File: config.mk
export PLATFORM = sky130hd
export DESIGN_NAME = bluetooth_cmd_scheduler
export DESIGN_NICKNAME = d
export VERILOG_FILES = /design/src/rtl/bluetooth_cmd_scheduler.sv
export SDC_FILE = /design/constraint.sdc
export NUM_CORES = 1
export LEC_CHECK = 0
export CORE_ASPECT_RATIO = 1.2
export CORE_MARGIN = 1
export CORE_UTILIZATION = 50
export DETAILED_ROUTE_END_ITERATION = 8
export DONT_BUFFER_PORTS = 1
export PLACE_DENSITY = 0.73
export SETUP_SLACK_MARGIN = 0.4
export SLEW_MARGIN = 10
export SYNTH_ARGS = -nofsm -noshare
export SYNTH_HDL_FRONTEND = slang
export SYNTH_SLANG_ARGS = --single-unit
File: constraint.sdc
create_clock -name clk -period 14.6 [get_ports clk]
set_input_delay 1.46 -clock clk [delete_from_list [all_inputs] [get_ports clk]]
set_output_delay 1.46 -clock clk [all_outputs]
set_load 0.01 [all_outputs]
File: src/rtl/bluetooth_cmd_scheduler.sv
// bluetooth_cmd_scheduler
//   Round-robin command scheduler in front of the bluetooth_encoder datapath.
//   One command in flight at a time: grant -> start encoder -> wait for done
//   (with timeout) -> stream the 144-bit packet out MSB-first as 18 bytes.
// Ports:
//   clk, reset              clock, async active-high reset
//   req_valid/data/cmd      per-requester command sources (packed, req i at slice i)
//   req_ready               one-hot grant, only in IDLE
//   enc_start/input_data/command_select  encoder control
//   enc_done/output_data    encoder completion and packet
//   tx_byte/valid/ready/last/src         byte stream out
//   busy, err_timeout       status
module bluetooth_cmd_scheduler #(
  parameter int NUM_REQ = 4,
  parameter int TIMEOUT = 64,
  localparam int SW = (NUM_REQ > 1) ? $clog2(NUM_REQ) : 1,
  localparam int TW = (TIMEOUT > 1) ? $clog2(TIMEOUT) : 1
) (
  input  logic                  clk,
  input  logic                  reset,
  input  logic [NUM_REQ-1:0]    req_valid,
  input  logic [NUM_REQ*32-1:0] req_data,
  input  logic [NUM_REQ*4-1:0]  req_cmd,
  output logic [NUM_REQ-1:0]    req_ready,
  output logic                  enc_start,
  output logic [32:0]           enc_input_data,
  output logic [3:0]            enc_command_select,
  input  logic                  enc_done,
  input  logic [143:0]          enc_output_data,
  output logic [7:0]            tx_byte,
  output logic                  tx_valid,
  input  logic                  tx_ready,
  output logic                  tx_last,
  output logic [SW-1:0]         tx_src,
  output logic                  busy,
  output logic                  err_timeout
);

  typedef enum logic [1:0] {S_IDLE, S_ISSUE, S_WAIT, S_SEND} state_t;

  typedef struct packed {
    logic [31:0] data;
    logic [3:0]  cmd;
  } cmd_t;

  localparam logic [TW-1:0] TMR_MAX  = TW'(TIMEOUT - 1);
  localparam logic [4:0]    LAST_IDX = 5'd17;

  state_t state, nxt;

  logic [NUM_REQ-1:0][31:0] data_arr;
  logic [NUM_REQ-1:0][3:0]  cmd_arr;
  assign data_arr = req_data;
  assign cmd_arr  = req_cmd;

  logic [SW-1:0] last_grant, win_idx;
  logic          any_valid;
  cmd_t          cmd_q;
  logic [143:0]  sr;
  logic [TW-1:0] timer;
  logic [4:0]    idx;

  // Round-robin search starting just above the previous winner.
  always_comb begin
    int j;
    win_idx   = '0;
    any_valid = 1'b0;
    j         = 0;
    for (int k = 1; k <= NUM_REQ; k++) begin
      j = (int'(last_grant) + k) % NUM_REQ;
      if (!any_valid && req_valid[j[SW-1:0]]) begin
        any_valid = 1'b1;
        win_idx   = j[SW-1:0];
      end
    end
  end

  always_ff @(posedge clk or posedge reset) begin
    if (reset) state <= S_IDLE;
    else       state <= nxt;
  end

  always_comb begin
    nxt       = state;
    req_ready = '0;
    enc_start = 1'b0;
    tx_valid  = 1'b0;
    busy      = (state != S_IDLE);
    case (state)
      S_IDLE: if (any_valid) begin
        req_ready[win_idx] = 1'b1;
        nxt                = S_ISSUE;
      end
      S_ISSUE: begin
        enc_start = 1'b1;
        nxt       = S_WAIT;
      end
      S_WAIT: begin
        // done beats the timer when both land in the same cycle
        if (enc_done)              nxt = S_SEND;
        else if (timer == TMR_MAX) nxt = S_IDLE;
      end
      S_SEND: begin
        tx_valid = 1'b1;
        if (tx_ready && idx == LAST_IDX) nxt = S_IDLE;
      end
      default: nxt = S_IDLE;
    endcase
  end

  always_ff @(posedge clk or posedge reset) begin
    if (reset) begin
      last_grant  <= SW'(NUM_REQ - 1);
      cmd_q       <= '0;
      tx_src      <= '0;
      sr          <= '0;
      timer       <= '0;
      idx         <= '0;
      err_timeout <= 1'b0;
    end else begin
      // registered so the pulse lands in the first IDLE cycle after the abort
      err_timeout <= (state == S_WAIT) && !enc_done && (timer == TMR_MAX);
      case (state)
        S_IDLE: if (any_valid) begin
          cmd_q      <= '{data: data_arr[win_idx], cmd: cmd_arr[win_idx]};
          tx_src     <= win_idx;
          last_grant <= win_idx;
        end
        S_ISSUE: timer <= '0;
        S_WAIT: begin
          if (enc_done) begin
            sr  <= enc_output_data;
            idx <= '0;
          end else if (timer != TMR_MAX) begin
            timer <= timer + TW'(1);
          end
        end
        S_SEND: if (tx_ready) begin
          sr  <= {sr[135:0], 8'h00};
          idx <= idx + 5'd1;
        end
        default: ;
      endcase
    end
  end

  assign enc_input_data     = {1'b0, cmd_q.data};
  assign enc_command_select = cmd_q.cmd;
  assign tx_byte            = sr[143:136];
  assign tx_last            = tx_valid && (idx == LAST_IDX);

endmodule

### Word level (Yosys, flattened, before mapping)

Cells that the tools add are included.

| storage, ports and cells | value |
|---|---|
| output and inout bits | 56 |
| register bits | 198 |
| input port bits | 296 |

| operators by class | value |
|---|---|
| add/sub/neg operators | 6 |
| reductions and logical operators | 20 |
| mux-type cells | 40 |
| eq/ne operators | 13 |
| $lt $le $gt $ge | 6 |

Operators by type and width:

| kind | count |
|---|---|
| $mux 144 | 2 |
| $pmux 144 s2 | 1 |
| $bmux 32 s2 | 1 |
| $mux 32 | 1 |
| $mux 2 | 8 |
| $lt 2x3->1 const B | 5 |
| $mux 4 | 3 |
| $mux 6 | 2 |
| $pmux 6 s2 | 1 |
| $mux 1 | 11 |
| $mux 5 | 2 |
| $ne 2x2->1 const B | 5 |
| $pmux 5 s2 | 1 |
| $reduce_and 3->1 | 3 |
| $bmux 1 s2 | 4 |
| $bmux 4 s2 | 1 |
| $logic_and 1x1->1 | 8 |
| $pmux 2 s4 | 1 |
| $add 6x1->6 const B | 1 |
| $eq 6x6->1 const B | 1 |
| $ne 6x6->1 const B | 1 |
| $reduce_bool 2->1 | 3 |
| $add 5x1->5 const B | 1 |
| $eq 5x5->1 const B | 1 |
| 11 further kinds | 17 |

### Depth between registers and ports, before layout

| logic depth | value |
|---|---|
| word-level depth | 19 |
| gate-level depth with buffers | 8 |

### Worst setup path before layout

No wires, ideal clock.

| path | value |
|---|---|
| kind | input port to output port |
| from | input port req_valid[1] |
| to | output port req_ready[0] |
| arrival time | 2.680 ns |
| stages on the path | 6 |
| required time | 13.140 ns |
| path slack | 10.460 ns |
| cells stage by stage | buf_6 -> or4_4 -> and2_4 -> buf_6 -> buf_6 -> and2_1 |

| between the ends | value |
|---|---|
| cells in the longest elaborated chain, start to end | 18 |
| elaborated cells on any way between the ends | 29 |

Ends and longest elaborated chain:

| what | line | source |
|---|---|---|
| start, declared | 21 | `input logic [NUM_REQ-1:0] req_valid,` |
| $bmux 1 s2 | 71 | `if (!any_valid && req_valid[j[SW-1:0]]) begin` |
| $mux 1 (implied by the code) | 71 |  |
| $mux 1 | 71 |  |
| $logic_not 1->1 | 71 |  |
| $logic_and 1x1->1 | 71 |  |
| $mux 1 | 71 |  |
| $logic_not 1->1 | 71 |  |
| $logic_and 1x1->1 | 71 |  |
| [2 not listed] | - |  |
| $logic_and 1x1->1 | 71 |  |
| $mux 2 | 71 |  |
| $lt 2x3->1 (implied by the code) or $ge 2x1->1 (tied branches) | 91 | `req_ready[win_idx] = 1'b1;` |
| $logic_and 1x1->1 (implied by the code) | 91 |  |
| $mux 1 (implied by the code) | 91 |  |
| $demux 1 s2 | 91 |  |
| $mux 4 * | 90 | `S_IDLE: if (any_valid) begin` |
| $mux 4 * | 89 | `case (state)` |
| end, declared | 24 | `output logic [NUM_REQ-1:0] req_ready,` |

Every way passes the cells marked *; elsewhere a longest branch is shown, timed or not. The select of a mux whose other input is x is not followed.

### Worst setup path after layout

| path | value |
|---|---|
| from | input port enc_done |
| to | register sr[53] |

| between the ends | value |
|---|---|
| cells in the longest elaborated chain, start to end | 2 |

Ends and longest elaborated chain:

| what | line | source |
|---|---|---|
| start, declared | 28 | `input logic enc_done,` |
| $ne 2x2->1 (no line) | - |  |
| $reduce_and 3->1 (no line) | - |  |
| end signal, assigned | 132 | `sr <= enc_output_data;` |
| end signal, assigned | 139 | `sr <= {sr[135:0], 8'h00};` |
| end, declared | 59 | `logic [143:0] sr;` |

No other way between the ends.
A chain may end at the register's enable or synchronous reset.

==> flow_summary.ini <==
[run_status]
outcome = completed

[detailed_routing]
final_routed_wirelength_across_all_metal_layers_um = 26900
viasPerCell = 5.93
detail_route.wl_per_cell_um = 22.4
drc = 0
drt.antenna.violating_nets = 0
initialDrtViolationCount = 389
vias = 7123
drtPass1Iterations = 5

[logic_synthesis]
synth-seq-cells = 198
synth-seq-area-share = 0.498
synth.yosys.warnings = 0
yosys.cell_count.top_type = dfrtp_1
yosys-top-cells-count = dfrtp_1, nand2_1, o21ai_0, mux2i_1, nor2_1
synth_edf_count = 0
ys.flop_type = dfrtp_1
netlist-cell-type-count = 58
syn_area_um2 = 9960
synth_largest_area_cell = dfrtp_1
mappedNetlistNets = 1278
ys_top_cells_by_area = dfrtp_1, mux2i_1, o21ai_0
synth_top_area_share = 0.492
async_reset_ff_frac = 1.00
postSynthAreaPerCell_um2 = 10.2
synth_cells = 979

[timing]
totalNegativeSetupSlack_ns = 0
rsz0062_at_grt = no
max_clock_freq_mhz = 227
post-route-worst-setup-slack_ns = 10.20
setup_violators_final = 0
final.min_clock_period_ns = 4.40
final_min_period_over_clock_period = 0.301
finalHoldViolCount = 0
worst_hold_slack_ns = 0.471
report.final.slew_viol_count = 0
worst_max_slew_margin_expressed_relative_to_the_limit = 0.314
tightestPinTransition_ns = 1.03
final.setup_skew_ns = 0.0138

[critical_path]
r2r_cells = 5
worst_ep_arrival_time_ns = 4.66
critical_path_end_type = register
crit_required_ns = 14.86
crit_path_max_fanout = 118
worst-setup-path-type = in2reg
crit_path_start_kind = input pin

[cts]
cts_buffers = 17
cts.sink_count = 198
cts-root-buf = clkbuf_16
h-tree-depth = 4
clkLatencyLatePin_ns = 0.43
worst_setup_hold_path_clk_slew_ns = 0.08
cts.repair_timing.setup_buffer_count = 0
cts_resized = 0
cts_tree = yes
cts-hold-fix-buffers = 0
max-clock-path-buffers = 2

[layout]
area_growth_pct = 4.90
layout.cells.non_filler = 1201
finish.net_count = 1221
post_route_cells_drive_above_1_share = 0.0941
final_design_area_no_fill_um2 = 10500
postLayoutCoreUtil = 0.535

[placed_design]
gp_routability_congestion = 0.938
numPlacedInstances = 1164
place_ws_ns = 9.71
port_buffers = 0
place.detailed.hpwl_um = 19800
placed_instance_area_um2 = 9850

[global_routing]
grt_use_met2 = 0.433
maximum_number_of_pins_on_one_net_before_global_route_repair = 122
antenna_violations_before_repair = 4
first_global_vias = 6895
global_route_wire_length_before_repair_um = 39500
global_route.usage.met3 = 0.104
grt_remaining_overflow = 0
gr-usage-all-layers = 0.262
grt_util_met1 = 0.298
grt-busiest-layer = met2

[die]
die_x_um = 131
std_cell_rows = 56
design.core.area_um2 = 19500
effective_utilization_at_floorplan = 0.510
design.die.area_um2 = 20500
ios = 352
die_h_um = 157

[power]
cellPowerDensity_nw_per_um2 = 200
total_power_mw = 2.09
power.leakage_nw = 4.76
worst_ir_drop_vdd_v = 0.000203

[worst_hold_path]
min_delay_path_depth = 1
classification_of_the_worst_slack_hold_path = reg2reg

[job]
max-cap-violations = 0
cells by family (layout without fill, tap and decap cells):
logic type | Yosys count | count (layout) | share of synthesized area
other | 1 | 6 | 0.000376
buffers and inverters | 95 | 51 | 0.0575
AND/OR/NAND/NOR | 258 | 258 | 0.106
XOR/XNOR | 4 | 4 | 0.00352
multiplexers | 144 | 144 | 0.145
adder cells (fa/ha/maj) | 3 | 3 | 0.00377
flip-flops | 198 | 198 | 0.498
AO/OA/AOI/OAI | 276 | 276 | 0.186
power by group:
part           total (mW)  internal, mW  leakage (nW)  switching [mW]
Combinational       0.697         0.286          1.90           0.411
Clock               0.470         0.243         0.283           0.227
Sequential          0.919         0.758          2.59           0.161
Total                2.09          1.29          4.76           0.799
state kept, by name, summed over array words and instances, names as in the netlist:
register            cells
enc_command_select      4
last_grant              2
state                   2
idx                     5
sr                    144
err_timeout             1
enc_input_data         32
timer                   6
tx_src                  2
layer usage:
layer / wire [um] / up-vias / part of all wire
met1: 10100 / 3430 / 0.38
met2: 13400 / 281 / 0.50
met3: 2570 / 52 / 0.096
li1: - / 3360 / -
met5: 0 / - / 0
met4: 893 / 0 / 0.033
critical path, stage by stage:
cell     delay (ns)
and3b_1        0.33
nor2_4         0.83
buf_4          0.84
buf_4          0.85
o21ai_0        0.25
area by class of cell:
type | count | area (um2)
Fill cell | 1767 | 9100
Sequential cell | 198 | 4960
Multi-Input combinational cell | 686 | 4450
Clock buffer | 17 | 425
Tap cell | 261 | 327
Clock inverter | 15 | 161
Timing Repair Buffer | 10 | 75.1
Inverter | 9 | 42.5
Antenna cell | 5 | 12.5
path summary, 6_finish.rpt:
path	start	end	slack (ns)
worst max-delay path	enc_done	sr[53]$_DFFE_PP0P_	10.20
worst min-delay path	timer[4]$_DFFE_PP0P_	timer[4]$_DFFE_PP0P_	0.47
worst max register to register	state[0]$_DFFE_PP0P_	sr[53]$_DFFE_PP0P_	10.69
worst min register to register	timer[4]$_DFFE_PP0P_	timer[4]$_DFFE_PP0P_	0.47
max in group asynchronous	reset	sr[133]$_DFFE_PP0P_	11.97
min in group asynchronous	reset	sr[110]$_DFFE_PP0P_	1.05
layout by cell type, fill, tap and decap left out, types with 3 or more instances in the layout:
cell type / instances
a221oi_1: 7
a221oi_2: 29
a22o_1: 8
a31oi_1: 36
and3_1: 3
buf_4: 10
clkbuf_16: 17
clkinv_4: 3
dfrtp_1: 196
diode_2: 5
ha_1: 3
inv_1: 6
inv_6: 4
inv_8: 4
mux2i_1: 141
nand2_1: 182
nand2b_1: 4
nand4_1: 4
nor2_1: 46
o21ai_0: 176
xor2_1: 3
Power figures use the tool's default switching activity.
